File: src/rtl/adder_pkg.sv
// Shared definitions for the registered 4-bit adder.
// Contents:
//   ADDER_WIDTH  - operand width in bits
//   nibble_t     - one operand or raw sum
//   nibble_sum_t - carry-out concatenated above the sum
package adder_pkg;
  localparam int ADDER_WIDTH = 4;
  typedef logic [ADDER_WIDTH-1:0] nibble_t;
  typedef logic [ADDER_WIDTH:0]   nibble_sum_t;
endpackage

File: src/rtl/adder_4bit_full_adder.sv
// One-bit full-adder cell. It is purely combinational.
// Ports:
//   a, b - operand bits
//   cin  - carry in
//   sum  - a ^ b ^ cin
//   cout - carry out
module full_adder (
  input  logic a,
  input  logic b,
  input  logic cin,
  output logic sum,
  output logic cout
);
  logic w_p;

  // The propagate term is shared by the sum and the carry.
  assign w_p  = a ^ b;
  assign sum  = w_p ^ cin;
  assign cout = (a & b) | (cin & w_p);
endmodule

File: src/rtl/adder_4bit.sv
// Registered 4-bit ripple-carry adder:
//   {carryout,s3..s0} <= X + Y + carryin
// The result appears one clock after the operands are applied.
// Ports:
//   clk       - rising-edge clock
//   rst       - synchronous active-high reset; it clears the result register
//   x3..x0    - operand X, MSB first
//   y3..y0    - operand Y, MSB first
//   carryin   - carry into bit 0
//   s3..s0    - registered sum, MSB first
//   carryout  - registered carry out of bit 3
module adder_4bit
  import adder_pkg::*;
(
  input  logic clk,
  input  logic rst,
  input  logic x3, x2, x1, x0,
  input  logic y3, y2, y1, y0,
  input  logic carryin,
  output logic s3, s2, s1, s0,
  output logic carryout
);
  nibble_t                w_x, w_y, w_sum;
  logic [ADDER_WIDTH:0]   w_c;   // w_c[i] is the carry into bit i
  nibble_sum_t            r_out;

  assign w_x    = {x3, x2, x1, x0};
  assign w_y    = {y3, y2, y1, y0};
  assign w_c[0] = carryin;

  for (genvar i = 0; i < ADDER_WIDTH; i++) begin : g_fa
    full_adder u_fa (
      .a   (w_x[i]),
      .b   (w_y[i]),
      .cin (w_c[i]),
      .sum (w_sum[i]),
      .cout(w_c[i+1])
    );
  end

  // Reset takes priority, so a reset cycle discards that cycle's add.
  always_ff @(posedge clk) begin
    if (rst) r_out <= '0;
    else     r_out <= {w_c[ADDER_WIDTH], w_sum};
  end

  // The outputs come only from the register. No input reaches them combinationally.
  assign {carryout, s3, s2, s1, s0} = r_out;
endmodule

File: config.mk
export PLATFORM = sky130hd
export DESIGN_NAME = adder_4bit
export DESIGN_NICKNAME = d
export VERILOG_FILES = /design/src/rtl/adder_pkg.sv /design/src/rtl/adder_4bit_full_adder.sv /design/src/rtl/adder_4bit.sv
export SDC_FILE = /design/constraint.sdc
export NUM_CORES = 1
export LEC_CHECK = 0
export CAP_MARGIN = 20
export CORE_AREA = 2 2 39 41
export DETAILED_ROUTE_END_ITERATION = 12
export DIE_AREA = 0 0 41 43
export SYNTH_ARGS = -nofsm -noshare
export SYNTH_HDL_FRONTEND = slang
export SYNTH_HIERARCHICAL = 1
export SYNTH_SLANG_ARGS = --single-unit
File: constraint.sdc
create_clock -name clk -period 2.67 [get_ports clk]
set_input_delay 0.267 -clock clk [delete_from_list [all_inputs] [get_ports clk]]
set_output_delay 0.267 -clock clk [all_outputs]
set_load 0.01 [all_outputs]
==> metrics.yaml <==
cells_and_area:
  fillers: 158
  largestRegisters: "r_out: 5 flops"
  ff_latch_area_sq_um: 100
  multi_input_area_sq_um: 111
  nNetsFinal: 49
  final_common_cell: "clkdlybuf4s50_1"
  area_growth_syn_to_layout_pct: 92.9
  top_register: "r_out"
  antennaDiodeCount: 0
  stdcell_count: 49
  largest_reg_flops: 5
  drive_gt1_frac: 0.0909
  final_cell_mix: "clkdlybuf4s50_1 (15), nor2b_1 (5), dfxtp_1 (5), fa_1 (4), clkbuf_4 (3)"
pwr:
  p_leak_nw: 0.154
  power.total_uw: 223
  powerDensity_mw_per_mm2: 546
  vdd_drop_max_v: 0.000112
synthesis:
  postSynthAreaPerCell_sq_um: 15.1
  synth_fa_ha_area_frac: 0.379
  synthSimpleGateAreaFrac: 0.148
  yosys.area_share.xor_xnor: 0
  synth_compound_area_frac: 0
  yosysSeqAreaShare: 0.473
  synth_top_family_by_area: "adder cells"
  synth_seq_cells: 5
  muxShareOfSynthArea: 0
  synth.net_count: 29
  syn_area_sq_um: 211
  yosys_warnings: 6
  syn-instance-count: 14
  yosysUniqueCellTypes: 3
drt:
  wirelength_um: 352
  drc: 0
  drtPass1Iterations: 1
  vias: 160
  ant_nets: 0
  initialDrtViolationCount: 0
  via_per_inst: 3.27
  wl_per_cell_um: 7.18
flow_run:
  max_cap_violations: 0
sta:
  worstMarginPinSlew_ps: 154
  max_freq_ghz: 0.422
  rsz0062_at_grt: "no"
  period_share: 0.887
  final_max_slew_viol_count: 0
  tns_ps: 0
  relSlewSlack: 0.897
  hold_viol: 0
  finalSetupViolCount: 0
  min_period_ps: 2370
cts:
  clkTransAtPathRegs_ps: 40
  ctsResizeCount: 0
  tritoncts: "built"
  cts-hold-fix-buffers: 0
  post_cts_buffers: 0
  root_buffer: "clkbuf_4"
  cts_buffers: 3
  cts_sinks: 5
  cts_buffer_depth: 2
  htree_num_levels: 1
setup_path:
  required_ps: 2790
  worst_setup_path_end_kind: "flip-flop"
  cp.arrival_ps: 2490
  crit_chain: "clkdlybuf4s50_1 -> fa_1 -> fa_1 -> fa_1 -> fa_1 -> nor2b_1"
  cpMostUsedCell: "fa_1"
  path_max_fanout: 1
  crit_buf_inv: 1
  path_class: "in2reg"
  cp_top_family: "adder cells"
  cp_slowest_stage_delay_ps: 440
  crit_slowest_cell: "fa_1"
  startpoint_type: "input port"
global_route:
  gr-total-overflow: 0
  grt_pass1_wl_um: 545
  grt_usage: 0.0578
  grt_max_degree: 6
  antenna_found_initial: 0
  grt_pass1_vias: 162
floorplan:
  rows: 14
  core_area_sq_mm: 0.00138
  initial_utilization: 0.153
  die_h_um: 43
  io_pins: 16
  die_x_um: 41
  die_area_sq_mm: 0.00176
hold_path:
  min_path_type: "in2reg"
place:
  dpl.cell_count: 45
  numPortBuffers: 15
  gp_congestion: 0.639
status:
  outcome: "finished clean"
[path summary, 6_finish.rpt]
| kind | from | end | slack [ps] | cells after the start |
|---|---|---|---|---|
| worst max-delay path | x0 | r_out[3]$_SDFF_PP0_ | 300 | 6 |
| worst min-delay path | rst | r_out[1]$_SDFF_PP0_ | 660 | 2 |
[area by class of cell]
type	count	area share
timing repair buffer	15	0.368
multi-input combinational	9	0.273
sequential	5	0.245
clock buffer	4	0.0644
tap	16	0.0491
[power by group]
group | total, mW | internal, mW | switching [mW]
Sequential | 0.0853 | 0.0835 | 0.00180
Clock | 0.0845 | 0.0563 | 0.0282
Combinational | 0.0529 | 0.0359 | 0.0170
Total | 0.223 | 0.176 | 0.0470
[logic make-up after synthesis]
kind of cell	Yosys count
DFF	5
and+or+nand+nor	5
adders and majority gates	4
[metrics by stage]
step,setup WS (ps),util,area (sq um),hold slack [ps]
2_1_floorplan,572,-,211,339
3_3_place_gp,68.7,0.276,382,906
3_5_place_dp,54.3,0.276,382,918
4_1_cts,307,0.295,408,666
5_1_grt,245,0.295,408,690
6_report,301,0.295,408,664
[synthesized netlist by cell type (all sizes together)]
library cell  instances  area, sq um
fa                    4         80.1
nor2b                 5         31.3
dfxtp                 5          100
[per-layer routing]
metal | share of wire | wire length (um) | track usage | up-vias
met4 | 0.071 | 25 | 0.100 | 0
met5 | 0 | 0 | 0 | -
met1 | 0.42 | 147 | 0.0563 | 59
li1 | - | - | - | 79
met2 | 0.33 | 115 | 0.0500 | 18
met3 | 0.18 | 64 | 0.0471 | 4
(Power assumes the default switching activity.)
